<file path="src/rtl/mem_port_arbiter_if.sv">
// Bus bundle between the fetch unit, the memory stage, the arbiter and the memory macro.
// The arbiter uses the slave view; the surrounding logic (or a bench) uses the master view.
interface mem_port_arbiter_if;
  // Handshake: ifReq/dReq are levels held with their address/data stable until the
  // matching one-cycle ifDone/dDone pulse; the cycle after done the requester may drop or
  // re-present a request. memEn is a one-cycle strobe with no back-pressure and
  // memRdData is valid exactly MEM_LAT cycles after it.
  logic        ifReq;
  logic [15:0] ifAddr;
  logic        ifDone;
  logic [15:0] ifData;

  logic        dReq;
  logic        dWr;
  logic [15:0] dAddr;
  logic [15:0] dWrData;
  logic        dDone;
  logic [15:0] dRdData;
  logic        dErr;

  logic        haltReq;
  logic        halted;

  logic        memEn;
  logic        memWr;
  logic [15:0] memAddr;
  logic [15:0] memWrData;
  logic [15:0] memRdData;

  modport slave (
    input  ifReq, ifAddr, dReq, dWr, dAddr, dWrData, haltReq, memRdData,
    output ifDone, ifData, dDone, dRdData, dErr, halted,
           memEn, memWr, memAddr, memWrData
  );

  modport master (
    output ifReq, ifAddr, dReq, dWr, dAddr, dWrData, haltReq, memRdData,
    input  ifDone, ifData, dDone, dRdData, dErr, halted,
           memEn, memWr, memAddr, memWrData
  );
endinterface

</file>
<file path="src/rtl/mem_port_arbiter.sv">
// Single-port memory arbiter: data has priority over fetch, with a starvation guard,
// and every access walks IDLE -> ISSUE -> WAIT -> DONE. HALT parks the arbiter for good.
module mem_port_arbiter #(
  parameter int MEM_LAT    = 2,
  parameter int STARVE_MAX = 3
) (
  input  logic                    clk,
  input  logic                    rst,
  mem_port_arbiter_if.slave       bus,
  output logic [2:0]              state_dbg
);

  typedef enum logic [2:0] {
    S_IDLE   = 3'd0,
    S_ISSUE  = 3'd1,
    S_WAIT   = 3'd2,
    S_DONE   = 3'd3,
    S_HALTED = 3'd4
  } state_t;

  localparam logic [3:0] LAT_INIT   = 4'(MEM_LAT - 1);
  localparam logic [3:0] STARVE_LIM = 4'(STARVE_MAX);
  localparam bit         STARVE_ON  = (STARVE_MAX != 0);

  state_t      state, state_nx;
  logic [3:0]  lat_cnt, lat_nx;
  logic [3:0]  starve_cnt, starve_nx;
  logic        halt_pend, halt_pend_nx;
  logic        owner_d, owner_d_nx;
  logic        err_q, err_nx;
  logic        wr_q, wr_nx;
  logic [15:0] addr_q, addr_nx;
  logic [15:0] wdata_q, wdata_nx;
  logic [15:0] if_data_q;
  logic [15:0] d_rd_data_q;
  logic        grant_if, grant_d;
  logic        capture;
  logic        mem_en;
  logic        in_done;

  always_ff @(posedge clk or negedge rst) begin
    if (!rst) begin
      state       <= S_IDLE;
      lat_cnt     <= '0;
      starve_cnt  <= '0;
      halt_pend   <= 1'b0;
      owner_d     <= 1'b0;
      err_q       <= 1'b0;
      wr_q        <= 1'b0;
      addr_q      <= '0;
      wdata_q     <= '0;
      if_data_q   <= '0;
      d_rd_data_q <= '0;
    end else begin
      state      <= state_nx;
      lat_cnt    <= lat_nx;
      starve_cnt <= starve_nx;
      halt_pend  <= halt_pend_nx;
      owner_d    <= owner_d_nx;
      err_q      <= err_nx;
      wr_q       <= wr_nx;
      addr_q     <= addr_nx;
      wdata_q    <= wdata_nx;
      if (capture && !owner_d) begin
        if_data_q <= bus.memRdData;
      end
      if (capture && owner_d && !wr_q) begin
        d_rd_data_q <= bus.memRdData;
      end
    end
  end

  always_comb begin
    state_nx     = state;
    lat_nx       = lat_cnt;
    starve_nx    = starve_cnt;
    halt_pend_nx = halt_pend | (bus.haltReq & (state != S_HALTED));
    owner_d_nx   = owner_d;
    err_nx       = err_q;
    wr_nx        = wr_q;
    addr_nx      = addr_q;
    wdata_nx     = wdata_q;
    grant_if     = 1'b0;
    grant_d      = 1'b0;
    capture      = 1'b0;

    case (state)
      S_IDLE: begin
        if (bus.dReq && bus.dAddr[0]) begin
          // Unaligned data access: answer with an error, never touch memory.
          state_nx   = S_DONE;
          owner_d_nx = 1'b1;
          err_nx     = 1'b1;
          wr_nx      = 1'b0;
          addr_nx    = '0;
          wdata_nx   = '0;
        end else if (bus.dReq && bus.ifReq && STARVE_ON && (starve_cnt == STARVE_LIM)) begin
          grant_if  = 1'b1;
          starve_nx = '0;
        end else if (bus.dReq) begin
          grant_d = 1'b1;
          if (bus.ifReq) begin
            starve_nx = (starve_cnt == STARVE_LIM) ? starve_cnt : starve_cnt + 4'd1;
          end else begin
            starve_nx = '0;
          end
        end else if (bus.haltReq || halt_pend) begin
          state_nx = S_HALTED;
        end else if (bus.ifReq) begin
          grant_if  = 1'b1;
          starve_nx = '0;
        end
      end
      S_ISSUE: begin
        lat_nx   = LAT_INIT;
        state_nx = S_WAIT;
      end
      S_WAIT: begin
        if (lat_cnt == 4'd0) begin
          capture  = 1'b1;
          state_nx = S_DONE;
        end else begin
          lat_nx = lat_cnt - 4'd1;
        end
      end
      S_DONE: begin
        state_nx = S_IDLE;
      end
      S_HALTED: begin
        state_nx = S_HALTED;
      end
      default: begin
        state_nx = S_IDLE;
      end
    endcase

    // Request fields are frozen here so memAddr/memWrData cannot follow late input changes.
    if (grant_if) begin
      state_nx   = S_ISSUE;
      owner_d_nx = 1'b0;
      err_nx     = 1'b0;
      wr_nx      = 1'b0;
      addr_nx    = bus.ifAddr;
      wdata_nx   = '0;
    end
    if (grant_d) begin
      state_nx   = S_ISSUE;
      owner_d_nx = 1'b1;
      err_nx     = 1'b0;
      wr_nx      = bus.dWr;
      addr_nx    = bus.dAddr;
      wdata_nx   = bus.dWr ? bus.dWrData : 16'h0000;
    end
  end

  assign mem_en  = (state == S_ISSUE);
  assign in_done = (state == S_DONE);

  assign bus.memEn     = mem_en;
  assign bus.memWr     = mem_en & wr_q;
  assign bus.memAddr   = mem_en ? addr_q  : 16'h0000;
  assign bus.memWrData = (mem_en && wr_q) ? wdata_q : 16'h0000;

  assign bus.ifDone  = in_done & ~owner_d;
  assign bus.dDone   = in_done & owner_d;
  assign bus.dErr    = in_done & owner_d & err_q;
  assign bus.ifData  = if_data_q;
  assign bus.dRdData = d_rd_data_q;
  assign bus.halted  = (state == S_HALTED);

  assign state_dbg = state;

endmodule
</file>
<file path="src/flat_wrapper.sv">
// flat-port wrapper written by rule: the top's interface ports become plain ports
module mem_port_arbiter_flat 
#(
  parameter int MEM_LAT    = 2,
  parameter int STARVE_MAX = 3
)
  (clk, rst, state_dbg, bus_ifReq, bus_ifAddr, bus_dReq, bus_dWr, bus_dAddr, bus_dWrData, bus_haltReq, bus_memRdData, bus_ifDone, bus_ifData, bus_dDone, bus_dRdData, bus_dErr, bus_halted, bus_memEn, bus_memWr, bus_memAddr, bus_memWrData);
  mem_port_arbiter_if bus_i ();
  input  logic clk;
  input  logic rst;
  output logic [2:0] state_dbg;
  input wire logic [$bits(bus_i.ifReq)-1:0] bus_ifReq;
  input wire logic [$bits(bus_i.ifAddr)-1:0] bus_ifAddr;
  input wire logic [$bits(bus_i.dReq)-1:0] bus_dReq;
  input wire logic [$bits(bus_i.dWr)-1:0] bus_dWr;
  input wire logic [$bits(bus_i.dAddr)-1:0] bus_dAddr;
  input wire logic [$bits(bus_i.dWrData)-1:0] bus_dWrData;
  input wire logic [$bits(bus_i.haltReq)-1:0] bus_haltReq;
  input wire logic [$bits(bus_i.memRdData)-1:0] bus_memRdData;
  output wire logic [$bits(bus_i.ifDone)-1:0] bus_ifDone;
  output wire logic [$bits(bus_i.ifData)-1:0] bus_ifData;
  output wire logic [$bits(bus_i.dDone)-1:0] bus_dDone;
  output wire logic [$bits(bus_i.dRdData)-1:0] bus_dRdData;
  output wire logic [$bits(bus_i.dErr)-1:0] bus_dErr;
  output wire logic [$bits(bus_i.halted)-1:0] bus_halted;
  output wire logic [$bits(bus_i.memEn)-1:0] bus_memEn;
  output wire logic [$bits(bus_i.memWr)-1:0] bus_memWr;
  output wire logic [$bits(bus_i.memAddr)-1:0] bus_memAddr;
  output wire logic [$bits(bus_i.memWrData)-1:0] bus_memWrData;
  assign bus_i.ifReq = bus_ifReq;
  assign bus_i.ifAddr = bus_ifAddr;
  assign bus_i.dReq = bus_dReq;
  assign bus_i.dWr = bus_dWr;
  assign bus_i.dAddr = bus_dAddr;
  assign bus_i.dWrData = bus_dWrData;
  assign bus_i.haltReq = bus_haltReq;
  assign bus_i.memRdData = bus_memRdData;
  assign bus_ifDone = bus_i.ifDone;
  assign bus_ifData = bus_i.ifData;
  assign bus_dDone = bus_i.dDone;
  assign bus_dRdData = bus_i.dRdData;
  assign bus_dErr = bus_i.dErr;
  assign bus_halted = bus_i.halted;
  assign bus_memEn = bus_i.memEn;
  assign bus_memWr = bus_i.memWr;
  assign bus_memAddr = bus_i.memAddr;
  assign bus_memWrData = bus_i.memWrData;
  mem_port_arbiter #(.MEM_LAT(MEM_LAT), .STARVE_MAX(STARVE_MAX)) u_core (.clk(clk), .rst(rst), .bus(bus_i), .state_dbg(state_dbg));
endmodule
</file>
<file path="config.mk">
export PLATFORM = sky130hd
export DESIGN_NAME = mem_port_arbiter_flat
export DESIGN_NICKNAME = d
export VERILOG_FILES = /design/src/rtl/mem_port_arbiter_if.sv /design/src/rtl/mem_port_arbiter.sv /design/src/flat_wrapper.sv
export SDC_FILE = /design/constraint.sdc
export NUM_CORES = 1
export LEC_CHECK = 0
export CORE_MARGIN = 3
export CORE_UTILIZATION = 44
export CTS_CLUSTER_DIAMETER = 60
export DETAILED_ROUTE_END_ITERATION = 8
export PLACE_DENSITY_LB_ADDON = 0.1
export SYNTH_ARGS = -nofsm -noshare
export SYNTH_HDL_FRONTEND = slang
export SYNTH_SLANG_ARGS = --single-unit
</file>
<file path="constraint.sdc">
create_clock -name clk -period 2.9 [get_ports clk]
set_input_delay 0.58 -clock clk [delete_from_list [all_inputs] [get_ports clk]]
set_output_delay 0.58 -clock clk [all_outputs]
set_load 0.05 [all_outputs]
</file>
==> impl_metrics.tcl <==
set metrics [dict create \
    final_hold_viol_count 0 \
    syn_area_per_cell_um2 11.4 \
    gr-usage-all-layers_pct 20.4 \
    worst_slew_pin_slew_ns 0.966 \
    tritoncts "done" \
    period_needed_ns 2.70 \
    postLayoutCoreUtil_pct 67.4 \
    powerDensity_nw_per_um2 1110 \
    ys_warn_count 0 \
    row_count 32 \
    placed_area_um2 5080 \
    rrSetupSlack_ns 0.33 \
    drive_above_1_share_pct 22.2 \
    status "finished clean" \
    cp.required_ns 2.32 \
    hold_buffers 0 \
    fillers 650 \
    cap_violations 0 \
    synthesis.nets 387 \
    ys_async_sr_fraction_pct 100 \
    cts_root_buf "clkbuf_8" \
    gp_congestion 0.809 \
    r2r-start "u_core.lat_cnt[0]" \
    totalPowerFinal_mw 5.86 \
    cts_sinks 79 \
    drt_iter0_markers 124 \
    die_w_um 96.5 \
    p_leak_nw 2.44 \
    dp_hpwl_um 6670 \
    numPortBuffers 142 \
    wire_per_inst_um 16.5 \
    drc 0 \
    syn_to_final_growth_pct 46.9 \
    antenna_left 0 \
    diodes 0 \
    numCtsBuffers 9 \
    grt_pass1_wl_um 14600 \
    preCtsSetupSlack_ns 0.333 \
    cts.path.max_buffers 2 \
    setup_viol 0 \
    rsz0062_at_grt "no" \
    htree_levels 3 \
    die_h_um 96.5 \
    arrival_ns 2.12 \
    hold_class "in -> async" \
    first_global_vias 2953 \
    grt_antenna_before_repair 0 \
    r2r_cells 7 \
    slew_headroom_pct 35.6 \
    cp-end-kind "primary output" \
    core_area_um2 7850 \
    r2r_end "u_core.bus.dRdData[12]" \
    path_max_fanout 13 \
    dp_cells 549 \
    netlist_instances 315 \
    ys_seq_elements 79 \
    min_period_over_period_pct 93.1 \
    ys_seq_area_share_pct 54.9 \
    grt-ovfl-total 0 \
    final_common_cell "clkdlybuf4s50_1" \
    initial_utilization_pct 45.9 \
    cts_setup_buffers 0 \
    final_cells 565 \
    die_area_um2 9300 \
    drv_slew 0 \
    ys.flop_type "dfrtp_1" \
    num_io_pins 143 \
    grt_max_degree 80 \
    timing.hold.ws_ns 0.377 \
    final_cell_mix "clkdlybuf4s50_1 (107), dfrtp_1 (79), buf_4 (46), a21oi_1 (28), nor2_1 (26)" \
    drt-total-wl_um 9330 \
    fmax_mhz 370 \
    fin_tns_setup_ns 0 \
    path_class "reg -> out" \
    via_per_inst 5.30 \
    netlist_area_um2 3600 \
    startpoint_type "register" \
    design_area_um2 5290 \
    first_pass_iters 4 \
    ir_drop_uv 432 \
    final_nets 530 \
    clock_latency_ns 0.36 \
    fin_skew_ns 0.0103 \
    synth_edf_count 0 \
    vias 2997 \
    path_clk_slew_ns 0.08 \
    yosysUniqueCellTypes 40 \
    setup_ws_ns 0.199 \
]
critical path: stages (launching register included):
cell and delay (ns):
dfrtp_1 0.54, nand2b_1 0.26, nor2_2 0.12, clkdlybuf4s50_1 0.85
routing by layer:
metal / routed length (µm) / vias up / track usage (%)
met2: 4510 / 109 / 31.8
met1: 4070 / 1451 / 27.4
li1: - / 1431 / -
met4: 83 / 0 / 6.54
met5: 0 / - / 0
met3: 672 / 6 / 6.20
cell usage after synthesis (3+ instances only):
| cell | instances | area share [%] |
|---|---|---|
| nor2_1 | 27 | 2.8 |
| nor3b_1 | 3 | 0.63 |
| dfrtp_1 | 79 | 55 |
| buf_2 | 3 | 0.42 |
| and2_1 | 20 | 3.5 |
| mux2_2 | 23 | 7.2 |
| a21oi_1 | 28 | 3.9 |
| a21o_1 | 3 | 0.63 |
| mux2_4 | 10 | 4.2 |
| nand2_1 | 4 | 0.42 |
| nor2b_1 | 3 | 0.52 |
| a22o_1 | 18 | 4.4 |
| and3_1 | 17 | 3.0 |
| inv_1 | 4 | 0.42 |
| nor3_1 | 4 | 0.56 |
| clkbuf_1 | 17 | 1.8 |
| o21ai_0 | 3 | 0.42 |
| nand4_1 | 17 | 3.0 |
registers in the layout, summed over array words and instances, names as in the netlist:
| name | flops |
|---|---|
| u_core.lat_cnt | 4 |
| u_core.wdata_q | 16 |
| u_core.state_dbg | 3 |
| u_core.addr_q | 16 |
| u_core.halt_pend | 1 |
| u_core.bus.ifData | 16 |
| u_core.owner_d | 1 |
| u_core.bus.dRdData | 16 |
| u_core.wr_q | 1 |
| u_core.err_q | 1 |
| u_core.starve_cnt | 4 |
cell families (layout without fill, tap and decap cells):
family          count (synthesis)  after routing  share of synthesized area (%)
xor+xnor                        2              2                          0.487
flops                          79             79                           54.9
mux                            33             33                           11.4
fa+ha+maj                       2              2                          0.695
compound gates                 65             65                           12.1
simple gates                  108            108                           17.2
buf+inv                        26            174                           3.23
worst max path at each step:
stage | from | endpoint
2_1_floorplan | u_core.state_dbg[1] | bus_dErr
3_3_place_gp | u_core.lat_cnt[0] | u_core.bus.dRdData[12]
3_5_place_dp | u_core.lat_cnt[0] | u_core.bus.dRdData[12]
4_1_cts | u_core.state_dbg[0] | bus_dErr
5_1_grt | u_core.state_dbg[0] | bus_dDone
6_report | u_core.state_dbg[2] | bus_memEn
power by group:
| part | internal [mW] | total [mW] | switching, mW |
|---|---|---|---|
| Sequential | 1.61 | 1.95 | 0.349 |
| Combinational | 1.20 | 3.06 | 1.86 |
| Clock | 0.408 | 0.842 | 0.434 |
final cells by class:
class	instances	area [µm²]	share of cell area [%]
clock inverter	7	80.1	1.51
tap	102	128	2.41
timing repair buffer	154	1430	27.0
multi-input combinational	210	1540	29.0
inverter	4	15.0	0.284
clock buffer	9	124	2.34
sequential	79	1980	37.4
repair_timing:
action                                  CTS  global route
endpoints found under the setup margin    0             1
hold endpoints to repair                  0             0
resized for setup                         0             1
(Power assumes the default switching activity.)
